==> src/rtl/control_sequencer_if.sv <==
// Control bus of the 8-bit bus computer: opcode/flag inputs to the sequencer
// and every load/drive/step strobe it issues to the datapath registers.
// Timing contract (no valid/ready handshake here): the sequencer changes state
// on posedge clk and all strobes are level signals that settle before the
// negedge, where the datapath registers sample them; opcode and flags must be
// stable from the negedge until the following posedge.
interface control_sequencer_if;
  logic [3:0] opcode;
  logic       flag_c;
  logic       flag_z;
  logic       pc_oe;
  logic       pc_ie;
  logic       pc_step;
  logic       mar_ie;
  logic       ram_oe;
  logic       ram_ie;
  logic       ir_ie;
  logic       ir_oe;
  logic       a_ie;
  logic       a_oe;
  logic       b_ie;
  logic       alu_oe;
  logic       alu_sub;
  logic       flags_ie;
  logic       out_ie;
  logic [2:0] tstate;
  logic       instr_done;
  logic       halted;

  // Sequencer side
  modport master (
    input  opcode, flag_c, flag_z,
    output pc_oe, pc_ie, pc_step, mar_ie, ram_oe, ram_ie, ir_ie, ir_oe,
           a_ie, a_oe, b_ie, alu_oe, alu_sub, flags_ie, out_ie,
           tstate, instr_done, halted
  );

  // Datapath side
  modport slave (
    output opcode, flag_c, flag_z,
    input  pc_oe, pc_ie, pc_step, mar_ie, ram_oe, ram_ie, ir_ie, ir_oe,
           a_ie, a_oe, b_ie, alu_oe, alu_sub, flags_ie, out_ie,
           tstate, instr_done, halted
  );
endinterface

==> src/rtl/control_sequencer.sv <==
// Microcode sequencer for the 8-bit bus computer. A T-state counter steps on
// posedge clk; the strobes are a combinational decode of the T-state, opcode,
// flags and halt state. T0/T1 fetch, T2.. execute, instr_done marks the last
// T-state of each instruction. The run/halt state and the T-state are visible
// on the bus as halted and tstate.
module control_sequencer #(
  parameter int T_MAX           = 5,
  parameter bit HALT_ON_ILLEGAL = 1'b0
) (
  input  logic                 clk,
  input  logic                 rst,
  control_sequencer_if.master  bus
);

  typedef enum logic {
    S_RUN  = 1'b0,
    S_HALT = 1'b1
  } mode_e;

  localparam logic [2:0] T_LAST = 3'(T_MAX - 1);

  localparam logic [3:0] OP_NOP = 4'h0;
  localparam logic [3:0] OP_LDA = 4'h1;
  localparam logic [3:0] OP_ADD = 4'h2;
  localparam logic [3:0] OP_SUB = 4'h3;
  localparam logic [3:0] OP_STA = 4'h4;
  localparam logic [3:0] OP_LDI = 4'h5;
  localparam logic [3:0] OP_JMP = 4'h6;
  localparam logic [3:0] OP_JC  = 4'h7;
  localparam logic [3:0] OP_JZ  = 4'h8;
  localparam logic [3:0] OP_OUT = 4'hE;
  localparam logic [3:0] OP_HLT = 4'hF;

  mode_e      mode_q, mode_d;
  logic [2:0] t_q, t_d;

  logic pc_oe, pc_ie, pc_step, mar_ie, ram_oe, ram_ie, ir_ie, ir_oe;
  logic a_ie, a_oe, b_ie, alu_oe, alu_sub, flags_ie, out_ie;
  logic done, halt_req;

  // State register: T-state counter and run/halt mode
  always_ff @(posedge clk) begin
    if (rst) begin
      t_q    <= 3'd0;
      mode_q <= S_RUN;
    end else begin
      t_q    <= t_d;
      mode_q <= mode_d;
    end
  end

  // Microcode decode: strobes from {tstate, opcode, flags, halt}; all zero in reset or halt
  always_comb begin
    pc_oe    = 1'b0;
    pc_ie    = 1'b0;
    pc_step  = 1'b0;
    mar_ie   = 1'b0;
    ram_oe   = 1'b0;
    ram_ie   = 1'b0;
    ir_ie    = 1'b0;
    ir_oe    = 1'b0;
    a_ie     = 1'b0;
    a_oe     = 1'b0;
    b_ie     = 1'b0;
    alu_oe   = 1'b0;
    alu_sub  = 1'b0;
    flags_ie = 1'b0;
    out_ie   = 1'b0;
    done     = 1'b0;
    halt_req = 1'b0;
    if (!rst && mode_q == S_RUN && t_q <= T_LAST) begin
      case (t_q)
        3'd0: begin
          pc_oe  = 1'b1;
          mar_ie = 1'b1;
        end
        3'd1: begin
          ram_oe  = 1'b1;
          ir_ie   = 1'b1;
          pc_step = 1'b1;
        end
        default: begin
          case (bus.opcode)
            OP_LDA: begin
              if (t_q == 3'd2) begin
                ir_oe  = 1'b1;
                mar_ie = 1'b1;
              end else if (t_q == 3'd3) begin
                ram_oe = 1'b1;
                a_ie   = 1'b1;
                done   = 1'b1;
              end
            end
            OP_ADD, OP_SUB: begin
              if (t_q == 3'd2) begin
                ir_oe  = 1'b1;
                mar_ie = 1'b1;
              end else if (t_q == 3'd3) begin
                ram_oe  = 1'b1;
                b_ie    = 1'b1;
                alu_sub = (bus.opcode == OP_SUB);
              end else if (t_q == 3'd4) begin
                alu_oe   = 1'b1;
                a_ie     = 1'b1;
                flags_ie = 1'b1;
                alu_sub  = (bus.opcode == OP_SUB);
                done     = 1'b1;
              end
            end
            OP_STA: begin
              if (t_q == 3'd2) begin
                ir_oe  = 1'b1;
                mar_ie = 1'b1;
              end else if (t_q == 3'd3) begin
                a_oe   = 1'b1;
                ram_ie = 1'b1;
                done   = 1'b1;
              end
            end
            OP_LDI: begin
              if (t_q == 3'd2) begin
                ir_oe = 1'b1;
                a_ie  = 1'b1;
                done  = 1'b1;
              end
            end
            OP_JMP: begin
              if (t_q == 3'd2) begin
                ir_oe = 1'b1;
                pc_ie = 1'b1;
                done  = 1'b1;
              end
            end
            OP_JC, OP_JZ: begin
              // Taken jumps load the operand into PC; untaken ones are a bare T2
              if (t_q == 3'd2) begin
                done = 1'b1;
                if ((bus.opcode == OP_JC && bus.flag_c) ||
                    (bus.opcode == OP_JZ && bus.flag_z)) begin
                  ir_oe = 1'b1;
                  pc_ie = 1'b1;
                end
              end
            end
            OP_OUT: begin
              if (t_q == 3'd2) begin
                a_oe   = 1'b1;
                out_ie = 1'b1;
                done   = 1'b1;
              end
            end
            OP_NOP: begin
              if (t_q == 3'd2) done = 1'b1;
            end
            OP_HLT: begin
              if (t_q == 3'd2) begin
                done     = 1'b1;
                halt_req = 1'b1;
              end
            end
            default: begin
              // Undefined opcodes: NOP, or HLT when configured to trap them
              if (t_q == 3'd2) begin
                done     = 1'b1;
                halt_req = HALT_ON_ILLEGAL;
              end
            end
          endcase
        end
      endcase
    end
  end

  // Next state: wrap after the final T-state or any out-of-range value; halt pins T0
  always_comb begin
    t_d    = t_q + 3'd1;
    mode_d = mode_q;
    if (mode_q == S_HALT || done || t_q >= T_LAST) t_d = 3'd0;
    if (halt_req) mode_d = S_HALT;
  end

  assign bus.pc_oe      = pc_oe;
  assign bus.pc_ie      = pc_ie;
  assign bus.pc_step    = pc_step;
  assign bus.mar_ie     = mar_ie;
  assign bus.ram_oe     = ram_oe;
  assign bus.ram_ie     = ram_ie;
  assign bus.ir_ie      = ir_ie;
  assign bus.ir_oe      = ir_oe;
  assign bus.a_ie       = a_ie;
  assign bus.a_oe       = a_oe;
  assign bus.b_ie       = b_ie;
  assign bus.alu_oe     = alu_oe;
  assign bus.alu_sub    = alu_sub;
  assign bus.flags_ie   = flags_ie;
  assign bus.out_ie     = out_ie;
  assign bus.instr_done = done;
  assign bus.tstate     = t_q;
  assign bus.halted     = (mode_q == S_HALT);

endmodule

==> src/flat_wrapper.sv <==
// flat-port wrapper written by rule: the top's interface ports become plain ports
module control_sequencer_flat 
#(
  parameter int T_MAX           = 5,
  parameter bit HALT_ON_ILLEGAL = 1'b0
)
  (clk, rst, bus_opcode, bus_flag_c, bus_flag_z, bus_pc_oe, bus_pc_ie, bus_pc_step, bus_mar_ie, bus_ram_oe, bus_ram_ie, bus_ir_ie, bus_ir_oe, bus_a_ie, bus_a_oe, bus_b_ie, bus_alu_oe, bus_alu_sub, bus_flags_ie, bus_out_ie, bus_tstate, bus_instr_done, bus_halted);
  control_sequencer_if bus_i ();
  input  logic clk;
  input  logic rst;
  input wire logic [$bits(bus_i.opcode)-1:0] bus_opcode;
  input wire logic [$bits(bus_i.flag_c)-1:0] bus_flag_c;
  input wire logic [$bits(bus_i.flag_z)-1:0] bus_flag_z;
  output wire logic [$bits(bus_i.pc_oe)-1:0] bus_pc_oe;
  output wire logic [$bits(bus_i.pc_ie)-1:0] bus_pc_ie;
  output wire logic [$bits(bus_i.pc_step)-1:0] bus_pc_step;
  output wire logic [$bits(bus_i.mar_ie)-1:0] bus_mar_ie;
  output wire logic [$bits(bus_i.ram_oe)-1:0] bus_ram_oe;
  output wire logic [$bits(bus_i.ram_ie)-1:0] bus_ram_ie;
  output wire logic [$bits(bus_i.ir_ie)-1:0] bus_ir_ie;
  output wire logic [$bits(bus_i.ir_oe)-1:0] bus_ir_oe;
  output wire logic [$bits(bus_i.a_ie)-1:0] bus_a_ie;
  output wire logic [$bits(bus_i.a_oe)-1:0] bus_a_oe;
  output wire logic [$bits(bus_i.b_ie)-1:0] bus_b_ie;
  output wire logic [$bits(bus_i.alu_oe)-1:0] bus_alu_oe;
  output wire logic [$bits(bus_i.alu_sub)-1:0] bus_alu_sub;
  output wire logic [$bits(bus_i.flags_ie)-1:0] bus_flags_ie;
  output wire logic [$bits(bus_i.out_ie)-1:0] bus_out_ie;
  output wire logic [$bits(bus_i.tstate)-1:0] bus_tstate;
  output wire logic [$bits(bus_i.instr_done)-1:0] bus_instr_done;
  output wire logic [$bits(bus_i.halted)-1:0] bus_halted;
  assign bus_i.opcode = bus_opcode;
  assign bus_i.flag_c = bus_flag_c;
  assign bus_i.flag_z = bus_flag_z;
  assign bus_pc_oe = bus_i.pc_oe;
  assign bus_pc_ie = bus_i.pc_ie;
  assign bus_pc_step = bus_i.pc_step;
  assign bus_mar_ie = bus_i.mar_ie;
  assign bus_ram_oe = bus_i.ram_oe;
  assign bus_ram_ie = bus_i.ram_ie;
  assign bus_ir_ie = bus_i.ir_ie;
  assign bus_ir_oe = bus_i.ir_oe;
  assign bus_a_ie = bus_i.a_ie;
  assign bus_a_oe = bus_i.a_oe;
  assign bus_b_ie = bus_i.b_ie;
  assign bus_alu_oe = bus_i.alu_oe;
  assign bus_alu_sub = bus_i.alu_sub;
  assign bus_flags_ie = bus_i.flags_ie;
  assign bus_out_ie = bus_i.out_ie;
  assign bus_tstate = bus_i.tstate;
  assign bus_instr_done = bus_i.instr_done;
  assign bus_halted = bus_i.halted;
  control_sequencer #(.T_MAX(T_MAX), .HALT_ON_ILLEGAL(HALT_ON_ILLEGAL)) u_core (.clk(clk), .rst(rst), .bus(bus_i));
endmodule
==> config.mk <==
export PLATFORM = sky130hd
export DESIGN_NAME = control_sequencer_flat
export DESIGN_NICKNAME = d
export VERILOG_FILES = /design/src/rtl/control_sequencer_if.sv /design/src/rtl/control_sequencer.sv /design/src/flat_wrapper.sv
export SDC_FILE = /design/constraint.sdc
export NUM_CORES = 1
export LEC_CHECK = 0
export ABC_AREA = 1
export BUFFER_PORTS_ARGS = -buffer_cell sky130_fd_sc_hd__buf_2
export CORE_AREA = 2 2 39 41
export DETAILED_ROUTE_END_ITERATION = 7
export DIE_AREA = 0 0 41 43
export PLACE_DENSITY = 0.75
export SYNTH_ARGS = -nofsm -noshare
export SYNTH_HDL_FRONTEND = slang
export SYNTH_SLANG_ARGS = --single-unit
==> constraint.sdc <==
create_clock -name clk -period 2.9 [get_ports clk]
set_clock_uncertainty 0.15 [all_clocks]
set_input_delay 0.58 -clock clk [delete_from_list [all_inputs] [get_ports clk]]
set_output_delay 0.58 -clock clk [all_outputs]
set_load 0.005 [all_outputs]
Yosys cells after proc, flatten, opt, wreduce, memory -nomap -nowiden
Cells that the tools add are included.

word-level totals
  bits in registers = 4
  output and inout bits = 20

cells by class
  multiplexer cells = 54
  reductions and logical operators = 17
  bitwise gates (word level) = 1
  magnitude comparators = 2
  equality and inequality tests = 14
  add/sub/neg operators = 1

operator list
  operator               count
  $mux W1                47
  $eq A4 B3 Y1 const B   4
  $eq A4 B4 Y1 const B   3
  $pmux W1 S2            6
  $reduce_or A2 Y1       5
  $eq A4 B2 Y1 const B   2
  $eq A3 B2 Y1 const B   2
  $reduce_or A6 Y1       1
  $eq A4 B1 Y1 const B   1
  $logic_and A1 B1 Y1    4
  $reduce_or A4 Y1       1
  $add A3 B1 Y3 const B  1
  $eq A3 B1 Y1 const B   1
  $eq A3 B3 Y1 const B   1
  $ge A3 B3 Y1 const B   1
  $le A3 B3 Y1 const B   1
  $logic_not A3 Y1       1
  $logic_or A1 B1 Y1     3
  $pmux W1 S3            1
  $reduce_or A3 Y1       1
  $logic_not A1 Y1       1
  $not A1 Y1             1

Depth between registers and ports, before layout
Gate-level depths: netlist of the first run.

  word-level depth = 10
  mapped depth = 10

Least setup slack after synthesis of the first run
OpenSTA, ideal clock, no wires.

  path type = register to output
  start = reg u_core.t_q[0], in the netlist u_core.bus.tstate[0]
  end = out bus_flags_ie
  data arrival time = 1,496 ps
  data required time = 2,170 ps
  stages on the path, launching flop included = 9
  setup slack = 674 ps
  buffers on the path = 1
  cells stage by stage = dfxtp_1 > inv_1 > ha_1 > nand2_2 > nand2_2 > nor2_4 > nand2_1 > nor4_2 > buf_4

between the ends
  cells in the longest elaborated chain, start to end = 7

RTL lines
  element                 RTL line                  RTL
  from (decl)             control_sequencer.sv:35   logic [2:0] t_q, t_d;
  from (signal assigned)  control_sequencer.sv:47   t_q <= t_d;
  $eq A3 B3 Y1            control_sequencer.sv:102  end else if (t_q == 3'd4) begin
  $mux W1 (5 in series)   -
  $mux W1 (*)             -
  to (decl)               flat_wrapper.sv:27        output wire logic [$bits(bus_i.flags_ie)-1:0] bus_flags_ie;

Mark *: on every way between the ends. The rest lies on a longest branch, timed or not.

Worst setup path after layout of the first run
  start = reg u_core.t_q[0], in the netlist u_core.bus.tstate[0]
  end = out bus_alu_oe

between the ends
  cells in the longest elaborated chain, start to end = 7

RTL lines
  element       RTL line                  RTL
  $eq A3 B3 Y1  control_sequencer.sv:102
  $mux W1       control_sequencer.sv:102
  $mux W1       control_sequencer.sv:98   end else if (t_q == 3'd3) begin
  $mux W1       control_sequencer.sv:95   if (t_q == 3'd2) begin
  $mux W1       control_sequencer.sv:83   case (bus.opcode)
  $mux W1       control_sequencer.sv:72   case (t_q)
  $mux W1 (*)   control_sequencer.sv:71   if (!rst && mode_q == S_RUN && t_q <= T_LAST) begin
  to (decl)     flat_wrapper.sv:25        output wire logic [$bits(bus_i.alu_oe)-1:0] bus_alu_oe;

Marked as above.

==> results of run 1 <==
==> cells in the mapped netlist, types with 2 or more instances <==
library cell / number
nor2_1: 16
nand2_1: 14
inv_1: 12
nand2_2: 10
ha_1: 5
dfxtp_1: 4
inv_2: 4
nand3_1: 4
nand4_1: 4
nor4_2: 3
buf_4: 2
nor2_2: 2
nor3_1: 2
==> flip-flops by register name, indices dropped and copies added (netlist names) <==
name,cells
u_core.bus.tstate,3
u_core.bus.halted,1
==> worst max-delay path by stage <==
stage | from | endpoint | slack (ps) | depth (start not counted)
floorplan | u_core.bus.tstate[0] | bus_flags_ie | 670 | 8
global placement | rst | bus_flags_ie | 620 | 7
detailed placement | rst | bus_alu_oe | 570 | 7
CTS | u_core.bus.tstate[0] | bus_alu_oe | 380 | 8
global route | u_core.bus.tstate[0] | bus_flags_ie | 220 | 8
finish | u_core.bus.tstate[0] | bus_alu_oe | 410 | 8
==> power by group through the flow <==
stage / Combinational (mW) / Sequential, mW / Clock (mW)
floorplan: 0.108 / 0.0725 / 0
global placement: 0.148 / 0.0724 / 0
detailed placement: 0.152 / 0.0729 / 0
CTS: 0.153 / 0.0721 / 0.0690
global route: 0.170 / 0.0740 / 0.0744
finish: 0.151 / 0.0717 / 0.0651
==> metrics by stage <==
| step | hold slack (ps) | util (%) |
|---|---|---|
| floorplan | 308 | - |
| global placement | 318 | 51.4 |
| detailed placement | 325 | 51.4 |
| CTS | 334 | 53.1 |
| global route | 373 | 53.1 |
| finish | 324 | 53.1 |
==> routing by layer <==
layer | track usage [%] | vias to the layer above
met1 | 20.7 | 311
met3 | 3.14 | 2
met2 | 30.3 | 24
met5 | 0 | -
met4 | 8.00 | 0
li1 | - | 350
==> worst max-delay path: stages (launching register included) <==
cell,delay [ps]
dfxtp_1,390
inv_1,80
ha_1,240
nand2_2,110
nand2_2,70
nor2_4,170
nand2_1,140
nor4_2,170
buf_2,150
==> logic make-up (layout without fill, tap and decap cells) <==
logic type	after synthesis	in the layout	share of synthesized area [%]
simple gates	58	58	53.8
fa+ha+maj	5	5	10.9
flops	4	4	14.0
buf+inv	18	46	13.1
compound gates	7	7	8.10
==> final cells by class <==
class                   instances  area (µm²)  share of cell area [%]
inverters                      16        60.1                    8.18
clock buffers                   3        22.5                    3.07
flip-flops and latches          4        80.1                    10.9
multi-input cells              70         417                    56.7
well taps                      16        20.0                    2.73
repair buffers                 27         135                    18.4
==> cells in the final DEF, fill, tap and decap left out <==
cell type,count
o21ai_1,1
nand4_1,4
a21o_2,1
nor2_2,2
nand3_2,1
nor4_2,3
a21oi_1,1
a31oi_1,1
o21ai_2,1
nor4_1,1
dfxtp_1,4
o21bai_1,1
nand3_1,4
nor3_1,2
inv_1,12
ha_1,5
clkbuf_4,3
buf_2,27
nand2_1,14
nor2_4,1
nand2_2,10
inv_2,4
nor2_1,16
o21ai_0,1
==> flow_summary.yaml, run 1 <==
clocking:
  worstSkewPairLatency_ps: 230
  cts_sinks: 4
  cts_tree: "yes"
  path_clk_slew_ps: 30
  cts_hold_buf: 0
  cts.path.max_buffers: 2
  cts_resized: 0
  ctsRootBufferMaster: "clkbuf_4"
  h-tree-depth: 1
  postCtsSetupBuffers: 0
  cts_buffers: 3
sta:
  fmax_ghz: 0.401
  finalCritPeriodShare_pct: 85.9
  slew_headroom_pct: 82.7
  setup_slack_ps: 409
  finalMaxSlewViolations: 0
  hold_violations: 0
  post-route-min-period_ps: 2490
  setup_viol: 0
  fin_setup_tns_ps: 0
  rsz0062_at_grt: "false"
  worstMarginPinSlew_ps: 260
global_route:
  grt_max_degree: 8
  grt_usage_pct: 18.0
  grt_pass1_wl_um: 2220
  antenna_found_initial: 0
  grt_overflow: 0
  grt_pass1_vias: 570
finish:
  n_antenna_cell: 0
  drive_gt1_share_pct: 44.2
  stdcell_area_um2: 734
  final_cells: 136
  num-fill-cells: 151
  final_nets: 135
  synthToLayoutAreaGrowth_pct: 28.4
power_and_ir_drop:
  p_sw_mw: 0.121
  power.internal_mw: 0.167
  power_mw: 0.288
  switching_share_pct: 42.0
  power_frac_clock_pct: 22.6
  combPwrFrac_pct: 52.4
  power_density_nw_per_um2: 392
  ir_drop_mv: 0.265
  power_frac_seq_pct: 24.9
  power_leakage_nw: 0.444
logic_synthesis:
  netlist_area_um2: 572
  synth-edff-count: 0
  ys_top_cells_by_area: "dfxtp_1, ha_1, nand2_2"
  ys_seq_elements: 4
  ys.flop_type: "dfxtp_1"
  avgSynthCellArea_um2: 6.22
  yosysTopAreaCell: "dfxtp_1"
  synth_cell_types: 23
  syn-num-nets: 105
  synth.top_cell.area_share_pct: 14.0
  synth.yosys.seq_area_share_pct: 14.0
  synth_warnings: 0
  syn_inst: 92
  async_flop_share_pct: 0
critical_path:
  regToRegStartpoint: "u_core.bus.tstate[0]"
  arrival_ps: 1760
  r2r_setup_slack_ps: 1200
  cp_max_fo: 6
  reg2reg_depth: 9
  critPathKind: "reg -> out"
  cp.required_ps: 2170
  cp-end-kind: "output port"
  critPathLaunchType: "flop"
  worst_r2r_endpoint: "u_core.bus.tstate[0]"
route:
  vias_per_cell: 5.05
  maxUsedRoutingLayer: "met4"
  wl_per_cell_um: 9.97
  dr_wl_met2_um: 723
  routed-wl-met3_um: 72
  route.layer.met1.wl_um: 546
  drtPass1Iterations: 4
  antenna_left: 0
  wirelength_um: 1360
  drt_iter0_drc: 17
  drc_errors: 0
  vias: 687
floorplanning:
  io_pins: 28
  rows: 14
  fp.dieArea_um2: 1760
  die_x_um: 41
  fp.dieH_um: 43
  initial_utilization_pct: 41.3
  coreArea_um2: 1380
hold_path:
  hp-start: "u_core.bus.tstate[0]"
  hold_path_depth: 1
  hold_path.class: "reg -> reg"
  hold_path_end: "u_core.bus.tstate[0]"
placement:
  post-place-ws_ps: 567
  place_area_um2: 712
  io_buffer_count: 27
  place_hpwl_um: 1160
  dp.cells: 133
  place_congestion: 0.784
flow_run:
  cap_violations: 0
outcome:
  status: "finished, final reports clean"
(Power assumes the default switching activity.)
==> run 2: changes to the inputs <==
==> constraint.sdc (replaced) <==
create_clock -name clk -period 2.9 [get_ports clk]
set_clock_uncertainty 0.15 [all_clocks]
set_input_delay 0.58 -clock clk [delete_from_list [all_inputs] [get_ports clk]]
set_output_delay 0.58 -clock clk [all_outputs]
set_load 0.1 [all_outputs]
==> run 2 against run 1 <==
Compared with the run above: non-clock buffer count stayed put; sequential power is 11% higher; count of clock-buffer cells in the layout is 1 higher; maximum frequency is 9.5% lower; power is 73% higher; largest cell class unchanged.
==> flow_summary.yaml, run 2 (same netlist as run 1, synthesis figures left out) <==
outcome:
  status: "finished, final reports clean"
finish:
  drive_gt1_share_pct: 55.4
  fin_util_pct: 66.5
  final_common_cell: "buf_2"
  layout_common_cells: "buf_2, nor2_1, nand2_1"
  stdcell_area_um2: 920
  num-fill-cells: 135
  synthToLayoutAreaGrowth_pct: 60.8
  largest_reg_flops: 3
  final_nets: 135
  regArea_um2: 92.6
  n_antenna_cell: 0
  multi_input_area_um2: 500
placement:
  place_area_um2: 888
  io_buffer_count: 27
  place_congestion: 0.875
  place_hpwl_um: 1220
route:
  drtPass1Iterations: 4
  drt_iter0_drc: 14
  antenna_left: 0
  vias: 661
  wirelength_um: 1390
  vias_per_cell: 4.82
  wl_per_cell_um: 10.2
  drc_errors: 0
clocking:
  worstSkewPairLatency_ps: 230
  cts_sinks: 4
  postCtsSetupBuffers: 0
  cts_resized: 0
  cts_hold_buf: 0
  cts_tree: "yes"
  cts_buffers: 3
  cts.path.max_buffers: 2
  h-tree-depth: 1
  path_clk_slew_ps: 40
  ctsRootBufferMaster: "clkbuf_4"
floorplanning:
  die_x_um: 41
  rows: 14
  fp.dieH_um: 43
  fp.dieArea_um2: 1760
  initial_utilization_pct: 41.3
  io_pins: 28
  coreArea_um2: 1380
power_and_ir_drop:
  power_density_nw_per_um2: 543
  ir_drop_mv: 0.459
  power_leakage_nw: 0.479
global_route:
  grt_pass1_wl_um: 2230
  antenna_found_initial: 0
  top_usage_layer: "met2"
  grt_util_met2_pct: 27.2
  met1_usage_pct: 24.4
  grt_pass1_vias: 557
  grt_overflow: 0
  met3_usage_pct: 4.71
  grt_usage_pct: 17.9
  grt_max_degree: 8
critical_path:
  cp_top_family: "buffers and inverters"
  path_buf_inv: 3
  cp.required_ps: 2170
  crit_path_top_delay_cell: "buf_2"
  cp-end-kind: "output port"
  slowest_delay_ps: 410
  path_cells: "ha_1, ha_1, inv_1, nor2_1, nand2_1, nand3_2, nand2_2, inv_1, buf_2"
  cp-startpoint: "u_core.bus.tstate[0]"
  regToRegStartpoint: "u_core.bus.tstate[0]"
  critPathLaunchType: "flop"
  cp_max_fo: 5
  critPathKind: "reg -> out"
  arrival_ps: 2020
sta:
  slew_headroom_pct: 67.7
  hold_violations: 0
  fin_setup_tns_ps: 0
  post-route-min-period_ps: 2750
  rsz0062_at_grt: "false"
  setup_viol: 0
  worstMarginPinSlew_ps: 488
  finalCritPeriodShare_pct: 95.0
  finalMaxSlewViolations: 0
  fmax_ghz: 0.363
hold_path:
  hold_path.class: "reg -> reg"
  hp-start: "u_core.bus.tstate[0]"
flow_run:
  cap_violations: 0
==> run 2: cell types whose count changed in the layout (fill, tap and decap cells not counted), sizes merged <==
cell,delta
buf,-2
clkbuf,+3
==> run 2: path summary, 6_finish.rpt <==
kind,slack (ps),end,depth (start not counted)
worst min register to register,320,u_core.bus.tstate[0],1
worst min-delay path,320,u_core.bus.tstate[0],1
worst max-delay path,150,bus_instr_done,9
worst max register to register,1190,u_core.bus.tstate[0],9
==> run 2: cell type report <==
class                           instances  area share [%]
Clock buffer                            4            2.86
Tap cell                               16            2.18
Sequential cell                         4            10.1
Timing Repair Buffer                   27            23.4
Inverter                               16            7.07
Multi-Input combinational cell         70            54.4
==> run 2: per-stage QoR <==
step	std cells	power [mW]	hold slack [ps]	worst slack (ps)
after floorplan	92	0.377	454	-488
after global placement	133	0.420	315	261
after detailed placement	133	0.425	320	236
after CTS	137	0.503	326	108
after global routing	137	0.530	355	15.3
final	137	0.499	323	146
==> run 2: power breakdown <==
group / internal, mW / total, mW / switching [mW]
clock: 0.0516 / 0.0738 / 0.0222
sequential: 0.0664 / 0.0795 / 0.0132
combinational: 0.0745 / 0.346 / 0.271
total: 0.192 / 0.499 / 0.307
==> run 2: layer usage <==
layer,vias to the layer above,wire length (µm)
met1,287,638
li1,353,-
met2,21,669
met5,-,0
met4,0,0
met3,0,84
==> run 2: worst register-to-register path: cells and delay by family (launching register included) <==
family | cells | cell delay, ps
simple gates | 6 | 520
buf+inv | 1 | 140
fa+ha+maj | 2 | 400
flops | 1 | 380
